### config.mk
export PLATFORM = sky130hd
export DESIGN_NAME = scope_trace_buffer
export DESIGN_NICKNAME = d
export VERILOG_FILES = /design/src/rtl/scope_trace_buffer.sv
export SDC_FILE = /design/constraint.sdc
export NUM_CORES = 1
export LEC_CHECK = 0
export CAP_MARGIN = 25
export CORE_MARGIN = 2
export CORE_UTILIZATION = 61
export DETAILED_ROUTE_END_ITERATION = 10
export DONT_BUFFER_PORTS = 1
export GPL_ROUTABILITY_DRIVEN = 0
export HOLD_SLACK_MARGIN = 0.06
export PLACE_DENSITY = 0.77
export SYNTH_ARGS = -nofsm -noshare
export SYNTH_HDL_FRONTEND = slang
export SYNTH_SLANG_ARGS = --single-unit
### constraint.sdc
create_clock -name clk -period 7.4 [get_ports clk]
set_input_delay 1.48 -clock clk [delete_from_list [all_inputs] [get_ports clk]]
set_output_delay 1.48 -clock clk [all_outputs]
set_load 0.01 [all_outputs]
### src/rtl/scope_trace_buffer.sv
// Multi-channel scope capture buffer: quantises samples to screen rows and stores them in a
// circular column buffer, either rolling freely or as an armed, edge-triggered single sweep.
module scope_trace_buffer #(
  parameter int NCH     = 2,
  parameter int DW      = 12,
  parameter int RW      = 6,
  parameter int DEPTH   = 32,
  parameter int PRETRIG = 8,
  localparam int TW     = (NCH > 1) ? $clog2(NCH) : 1,
  localparam int AW     = $clog2(DEPTH)
) (
  input  logic                clk,
  input  logic                reset,
  input  logic                sample_valid,
  input  logic [NCH*DW-1:0]   sample_data,
  input  logic                mode,
  input  logic                arm,
  input  logic [TW-1:0]       trig_ch,
  input  logic [DW-1:0]       trig_level,
  input  logic [AW-1:0]       rd_col,
  output logic [NCH*RW-1:0]   rd_row,
  output logic                busy,
  output logic                triggered,
  output logic                done
);

  localparam logic [2:0] IDLE      = 3'd0;
  localparam logic [2:0] ROLL      = 3'd1;
  localparam logic [2:0] PREFILL   = 3'd2;
  localparam logic [2:0] WAIT_TRIG = 3'd3;
  localparam logic [2:0] POST      = 3'd4;
  localparam logic [2:0] DONE      = 3'd5;

  localparam logic [2:0]    ARM_ST    = (PRETRIG == 0) ? WAIT_TRIG : PREFILL;
  localparam logic [2:0]    HIT_ST    = (DEPTH - PRETRIG - 1 == 0) ? DONE : POST;
  localparam logic [AW-1:0] PRE_A     = AW'(PRETRIG);
  localparam logic [AW-1:0] PRE_LAST  = AW'(PRETRIG - 1);
  localparam logic [AW-1:0] POST_LAST = AW'(DEPTH - PRETRIG - 2);
  localparam logic [AW-1:0] ONE_A     = AW'(1);

  logic [2:0]        state_r, next_state_s;
  logic [AW-1:0]     wr_ptr_r, trig_ptr_r, pre_cnt_r, post_cnt_r;
  logic [DW-1:0]     prev_r, cur_s;
  logic              prev_valid_r;
  logic [NCH*RW-1:0] rows_s, rd_row_r;
  logic [NCH*RW-1:0] mem_r [DEPTH];
  logic              busy_r, triggered_r, done_r;
  logic              capture_s, restart_s, accept_s, hit_s;
  logic [AW-1:0]     start_s, rd_addr_s;

  // Trigger-channel selection and row quantisation of every channel
  always_comb begin
    cur_s  = '0;
    rows_s = '0;
    for (int c = 0; c < NCH; c++) begin
      rows_s[c*RW +: RW] = sample_data[c*DW + DW - RW +: RW];
      if (trig_ch == TW'(c)) begin
        cur_s = sample_data[c*DW +: DW];
      end else begin
        cur_s = cur_s;
      end
    end
  end

  // Arm wins over a same-cycle sample, which is then dropped
  always_comb begin
    capture_s = (state_r == PREFILL) || (state_r == WAIT_TRIG) || (state_r == POST);
    restart_s = mode && arm && (capture_s || (state_r == IDLE) || (state_r == DONE));
    accept_s  = !reset && sample_valid && ((state_r == ROLL) || capture_s) && !restart_s;
    hit_s     = accept_s && mode && (state_r == WAIT_TRIG) && prev_valid_r &&
                (prev_r < trig_level) && (cur_s >= trig_level);
    start_s   = (state_r == DONE) ? (trig_ptr_r - PRE_A) : wr_ptr_r;
    rd_addr_s = start_s + rd_col;
  end

  // Next-state decode; leaving triggered mode always wins, then arm
  always_comb begin
    next_state_s = state_r;
    case (state_r)
      IDLE: begin
        if (!mode)     next_state_s = ROLL;
        else if (arm)  next_state_s = ARM_ST;
        else           next_state_s = IDLE;
      end
      ROLL: begin
        if (mode) next_state_s = IDLE;
        else      next_state_s = ROLL;
      end
      PREFILL, WAIT_TRIG, POST: begin
        if (!mode)          next_state_s = ROLL;
        else if (restart_s) next_state_s = ARM_ST;
        else if (state_r == PREFILL && accept_s && pre_cnt_r == PRE_LAST)
          next_state_s = WAIT_TRIG;
        else if (hit_s)     next_state_s = HIT_ST;
        else if (state_r == POST && accept_s && post_cnt_r == POST_LAST)
          next_state_s = DONE;
        else                next_state_s = state_r;
      end
      DONE: begin
        if (!mode)     next_state_s = ROLL;
        else if (arm)  next_state_s = ARM_ST;
        else           next_state_s = DONE;
      end
      default: next_state_s = IDLE;
    endcase
  end

  // State, pointers, counters, trigger history and registered outputs
  always_ff @(posedge clk) begin
    if (reset) begin
      state_r      <= IDLE;
      wr_ptr_r     <= '0;
      trig_ptr_r   <= '0;
      pre_cnt_r    <= '0;
      post_cnt_r   <= '0;
      prev_r       <= '0;
      prev_valid_r <= 1'b0;
      rd_row_r     <= '0;
      busy_r       <= 1'b0;
      triggered_r  <= 1'b0;
      done_r       <= 1'b0;
    end else begin
      state_r  <= next_state_s;
      rd_row_r <= mem_r[rd_addr_s];
      if (accept_s) wr_ptr_r <= wr_ptr_r + ONE_A;
      if (hit_s) trig_ptr_r <= wr_ptr_r;
      if (restart_s) begin
        pre_cnt_r    <= '0;
        post_cnt_r   <= '0;
        prev_valid_r <= 1'b0;
      end else begin
        if (accept_s && state_r == PREFILL) pre_cnt_r <= pre_cnt_r + ONE_A;
        if (hit_s) post_cnt_r <= '0;
        else if (accept_s && state_r == POST) post_cnt_r <= post_cnt_r + ONE_A;
        if (accept_s) begin
          prev_r       <= cur_s;
          prev_valid_r <= 1'b1;
        end
      end
      busy_r      <= (next_state_s == PREFILL) || (next_state_s == WAIT_TRIG) ||
                     (next_state_s == POST);
      triggered_r <= (next_state_s == POST) || (next_state_s == DONE);
      done_r      <= (next_state_s == DONE);
    end
  end

  // Column storage is deliberately left uninitialised by reset
  always_ff @(posedge clk) begin
    if (accept_s) mem_r[wr_ptr_r] <= rows_s;
  end

  assign rd_row    = rd_row_r;
  assign busy      = busy_r;
  assign triggered = triggered_r;
  assign done      = done_r;

endmodule

==> results of run 1 <==
[final cells by class]
cell class	instances	area, um^2
flip-flops and latches	435	12600
fillers	1743	8850
inverters	21	78.8
clock buffers	59	1220
multi-input cells	555	4920
repair buffers	40	350
well taps	384	480
clock inverters	20	173
[metrics by stage]
step / instance area, um^2 / instances
CTS: 19800 / 1514
global placement: 18200 / 1418
floorplan: 17700 / 1064
global route: 19800 / 1514
detailed placement: 18400 / 1435
finish: 19800 / 1514
[sequential cells by signal, indices dropped and copies added, names as in the netlist]
register / flops
rd_row: 12
triggered: 1
pre_cnt_r: 5
state_r: 3
prev_valid_r: 1
prev_r: 12
trig_ptr_r: 5
busy: 1
wr_ptr_r: 5
post_cnt_r: 5
done: 1
mem_r: 384
[power breakdown]
part	internal, W	total (W)	switching, W	leakage (nW)
clock	0.00126	0.00214	0.000880	0.684
combinational	0.000147	0.000323	0.000177	2.06
sequential	0.00268	0.00270	0.0000159	3.87
total	0.00408	0.00516	0.00107	6.61
[worst paths after layout]
path	startpoint	to	slack (ns)	cells past startpoint
max reg2reg	state_r[2]	rd_row[7]	3.06	11
max	state_r[2]	rd_row[7]	3.06	11
min reg2reg	trig_ptr_r[2]	trig_ptr_r[2]	0.44	2
min	trig_ptr_r[2]	trig_ptr_r[2]	0.44	2
[synthesized netlist by cell type (all sizes together), types with 2 or more instances]
cell type / count
a2111oi: 2
a211oi: 2
a21o: 5
a21oi: 63
and3: 3
and4: 2
and4b: 2
buf: 17
clkbuf: 36
dfxtp: 51
edfxtp: 384
ha: 34
inv: 21
mux2: 14
mux2i: 4
mux4: 96
nand2: 136
nand2b: 15
nand3: 4
nand3b: 4
nand4: 8
nor2: 77
nor2b: 2
nor3b: 4
o2111ai: 2
o211ai: 3
o21a: 3
o21ai: 17
o22ai: 13
or2: 4
or3: 3
or3b: 2
xnor2: 8
xor2: 11
[cells by family (layout without fill, tap and decap cells)]
group / after synthesis / in the layout / share of synthesized area, %
AOI/OAI and AO/OA: 115 / 115 / 3.83
adders and majority gates: 35 / 35 / 2.51
and+or+nand+nor: 272 / 272 / 6.83
buffers and inverters: 74 / 140 / 1.72
muxes: 114 / 114 / 13.3
DFF: 435 / 435 / 70.9
xor gates and xnor gates: 19 / 19 / 0.939
[metal layers]
metal / vias up / GRT usage, %
li1: 4163 / -
met1: 4804 / 35.2
met3: 82 / 6.12
met4: 0 / 9.77
met5: - / 0
met2: 474 / 41.2
[worst max-delay path, stage by stage, from the launching register on]
cell and delay, ns:
dfxtp_1 0.55, nand3b_1 0.30, mux2_2 0.33, ha_4 0.12, inv_1 0.05, fa_4 1.33, buf_4 0.47, mux4_2 0.37
nand2_1 0.09, a21oi_1 0.10, nor2_1 0.30, o22ai_1 0.14
==> results.json, run 1 <==
{
  "leakagePower_nw": 6.61,
  "dr_total_vias": 9523,
  "async_flop_share_pct": 0,
  "start_util_pct": 61.9,
  "synth_flop_cell": "edfxtp_1",
  "finalCriticalPeriod_ns": 4.34,
  "fin_ws_ns": 3.06,
  "io_buffers": 0,
  "power_density_nw_per_um2": 261,
  "synth_edf_count": 384,
  "syn_area_per_cell_um2": 16.7,
  "cts.reportedPaths.clkPinSlew_ns": 0.06,
  "holdBufCountCts": 0,
  "final_cell_mix": "384 x edfxtp_1, 136 x nand2_1, 96 x mux4_2",
  "fin_crit_sh_pct": 58.7,
  "pin_count": 62,
  "cp_max_fo": 48,
  "fin_util_pct": 69.1,
  "critPathKind": "reg2reg",
  "layout.nets": 1178,
  "crit_arrival_ns": 4.74,
  "die-area_um2": 30400,
  "ant_nets": 0,
  "hold_viol": 0,
  "finalSetupViolations": 0,
  "grt_pass1_vias": 9824,
  "whs_ns": 0.441,
  "endpoint_kind": "flop",
  "antenna_cells": 0,
  "synth_top_cells_by_area": "edfxtp_1 65%, mux4_2 12%, dfxtp_1 5.8%, nand2_1 2.9%, ha_1 2.4%",
  "clock-sinks": 435,
  "clock_latency_ns": 0.54,
  "final_common_cell": "edfxtp_1",
  "cts_tree": "yes",
  "crit_path_start_kind": "flop",
  "synthCells": 1064,
  "syn-num-nets": 1146,
  "area_growth_pct": 11.6,
  "met3WireLength_um": 3670,
  "htree_levels": 2,
  "power_w": 0.00516,
  "grt_pass1_wl_um": 58200,
  "dieHeight_um": 174,
  "cts-root-buf": "clkbuf_16",
  "synth-seq-cells": 435,
  "overflow": 0,
  "antenna_found_initial": 0,
  "pre_cts_slack_ns": 2.79,
  "top_layer_used": "met4",
  "synth_top_area_share_pct": 65.1,
  "min_path_type": "reg2reg",
  "chipWidth_um": 174,
  "ys_types": 53,
  "wl_um": 37800,
  "synth_top_area_cell": "edfxtp_1",
  "viasPerCell": 6.29,
  "cap_violations": 0,
  "clock_skew_ns": 0.0186,
  "cts_buffer_depth": 3,
  "final.setup.tns_ns": 0,
  "synth_area_um2": 17700,
  "slew_violations": 0,
  "grt_usage_pct": 25.8,
  "cts_buffers": 43,
  "yosysWarnings": 0,
  "remaining_drc_errors": 0,
  "drive_gt1_share_pct": 20.2,
  "wl_met1_um": 14600,
  "postCtsSetupRepairBufs": 0,
  "core_um2": 28600,
  "rsz0062_at_grt": "no",
  "cts_resized": 0,
  "peakVddDrop_v": 0.000169,
  "wl_per_cell_um": 25.0,
  "fmax_mhz": 230,
  "critPathRequiredTime_ns": 7.80,
  "drtIter0Drc": 1035,
  "status": "finished, final reports clean",
  "ys_seq_area_share_pct": 70.9,
  "dr_wl_met2_um": 18400,
  "grt_max_degree": 57,
  "dpl.hpwl_um": 22500,
  "worst_slew_pin_slew_ns": 0.992,
  "slew_headroom_pct": 33.0,
  "drtPass1Iterations": 5,
  "rows": 62
}
No activity file was read; power rests on OpenSTA's default activity.
==> inputs of run 2 (changes only) <==
- CORE_UTILIZATION: 61 -> 57
- PLACE_DENSITY: 0.77 -> 0.75
- clock period: 7.4 -> 3.5 ns (I/O delays scaled with it)
==> results.json, run 2 (synthesis gave the netlist of run 1 again) <==
{
  "max_stage_delay_ns": 0.84,
  "cts-root-buf": "clkbuf_16",
  "finalCriticalPeriod_ns": 3.32,
  "rsz0062_at_grt": "no",
  "crit_path_start_kind": "flop",
  "power_density_nw_per_um2": 540,
  "cts_resized": 0,
  "drtIter0Drc": 994,
  "crit_arrival_ns": 3.70,
  "multi_input_area_um2": 4920,
  "dpl.hpwl_um": 23700,
  "largest_reg_flops": 384,
  "io_buffers": 0,
  "final_cell_mix": "384 x edfxtp_1, 136 x nand2_1, 96 x mux4_2",
  "final.setup.tns_ns": 0,
  "critPathKind": "reg2reg",
  "die-area_um2": 32500,
  "cts_buffer_depth": 3,
  "critPathMostFrequentCell": "buf_12",
  "critPathRequiredTime_ns": 3.88,
  "drive_gt1_share_pct": 21.9,
  "final_common_cell": "edfxtp_1",
  "grt_pass1_wl_um": 58900,
  "fin_ws_ns": 0.185,
  "chipWidth_um": 180,
  "grt_usage_pct": 24.3,
  "top_register": "mem_r",
  "crit_chain": "nand3b_1 > mux2_2 > ha_4 > inv_1 > fa_4 > buf_12 > buf_12 > mux4_2 > nand2_1 > a21oi_1 > nor2_1 > o22ai_1",
  "fmax_mhz": 302,
  "rows": 64,
  "cts_tree": "yes",
  "slew_headroom_pct": 52.7,
  "min_path_type": "in2reg",
  "seqCellArea_um2": 12600,
  "postCtsSetupRepairBufs": 0,
  "remaining_drc_errors": 0,
  "wl_um": 38800,
  "core_um2": 30600,
  "slew_violations": 0,
  "clock-sinks": 435,
  "wl_per_cell_um": 24.9,
  "endpoint_kind": "flop",
  "hold_viol": 0,
  "cp_slowest_cell": "fa_4",
  "layout.nets": 1206,
  "start_util_pct": 57.9,
  "finalSetupViolations": 0,
  "ant_nets": 0,
  "status": "finished, final reports clean",
  "area_growth_pct": 13.3,
  "grt_pass1_vias": 9671,
  "grt_max_degree": 43,
  "pre_cts_slack_ns": 0.229,
  "cts.reportedPaths.clkPinSlew_ns": 0.06,
  "cp_max_fo": 30,
  "dr_total_vias": 9492,
  "worst_slew_pin_slew_ns": 0.710,
  "fin_crit_sh_pct": 94.7,
  "filler_cell_count": 2066,
  "dieHeight_um": 180,
  "leakagePower_nw": 6.77,
  "clock_latency_ns": 0.53,
  "htree_levels": 2,
  "holdBufCountCts": 0,
  "overflow": 0,
  "drtPass1Iterations": 5,
  "cts_buffers": 43,
  "clock_skew_ns": 0.0213,
  "pin_count": 62,
  "viasPerCell": 6.10,
  "peakVddDrop_v": 0.000317,
  "cap_violations": 0,
  "antenna_found_initial": 2
}
-- run 2: cell types whose count changed in the layout (fill, tap and decap cells not counted), sizes merged --
cell	previous run	this run
clkbuf	59	53
diode	0	3
bufinv	3	4
clkinv	16	18
inv	21	22
clkinvlp	1	2
buf	40	68
-- run 2: power by group --
| part | leakage, nW | switching (W) | total, W | internal [W] |
|---|---|---|---|---|
| Clock | 0.652 | 0.00184 | 0.00439 | 0.00255 |
| Sequential | 3.87 | 0.0000271 | 0.00570 | 0.00567 |
| Combinational | 2.25 | 0.000388 | 0.000756 | 0.000368 |
| Total | 6.77 | 0.00226 | 0.0108 | 0.00859 |
-- run 2: per-stage QoR --
step | instances | area [um^2] | utilization [%] | hold WS (ns) | power, W
3_5_place_dp | 1475 | 18700 | 61.2 | 0.440 | 0.00657
2_1_floorplan | 1064 | 17700 | - | 0.429 | 0.00632
6_report | 1556 | 20100 | 65.6 | 0.235 | 0.0108
3_3_place_gp | 1475 | 18700 | 61.2 | 0.441 | 0.00655
4_1_cts | 1553 | 20100 | 65.6 | 0.209 | 0.0109
5_1_grt | 1553 | 20100 | 65.6 | 0.214 | 0.0112
-- run 2: layout make-up --
type | count | area share [%]
Clock buffer | 53 | 5.55
Antenna cell | 3 | 0.0374
Multi-Input combinational cell | 555 | 24.5
Inverter | 21 | 0.393
Timing Repair Buffer | 68 | 3.42
Clock inverter | 25 | 1.10
Sequential cell | 435 | 62.5
Tap cell | 396 | 2.47
-- run 2: final timing paths --
| check | depth (start not counted) | slack (ns) | to | start |
|---|---|---|---|---|
| max | 12 | 0.18 | rd_row[4] | state_r[1] |
| min | 1 | 0.24 | trig_ptr_r[1] | reset |
| max reg2reg | 12 | 0.18 | rd_row[4] | state_r[1] |
| min reg2reg | 2 | 0.44 | trig_ptr_r[0] | trig_ptr_r[0] |
-- run 2: routing by layer --
metal | GRT usage [%] | vias to the layer above | routed length [um]
met5 | 0 | - | 0
met4 | 7.68 | 0 | 1070
met3 | 5.03 | 68 | 3450
met2 | 39.1 | 390 | 18800
met1 | 34.0 | 4796 | 15500
li1 | - | 4238 | -
-- run 2: critical path, delay by kind of cell, from the launching register on --
| family | cells | cell delay, ns |
|---|---|---|
| AOI/OAI and AO/OA | 2 | 0.24 |
| adders and majority gates | 2 | 0.97 |
| buffers and inverters | 3 | 0.51 |
| DFF | 1 | 0.31 |
| muxes | 2 | 0.60 |
| and+or+nand+nor | 3 | 0.55 |
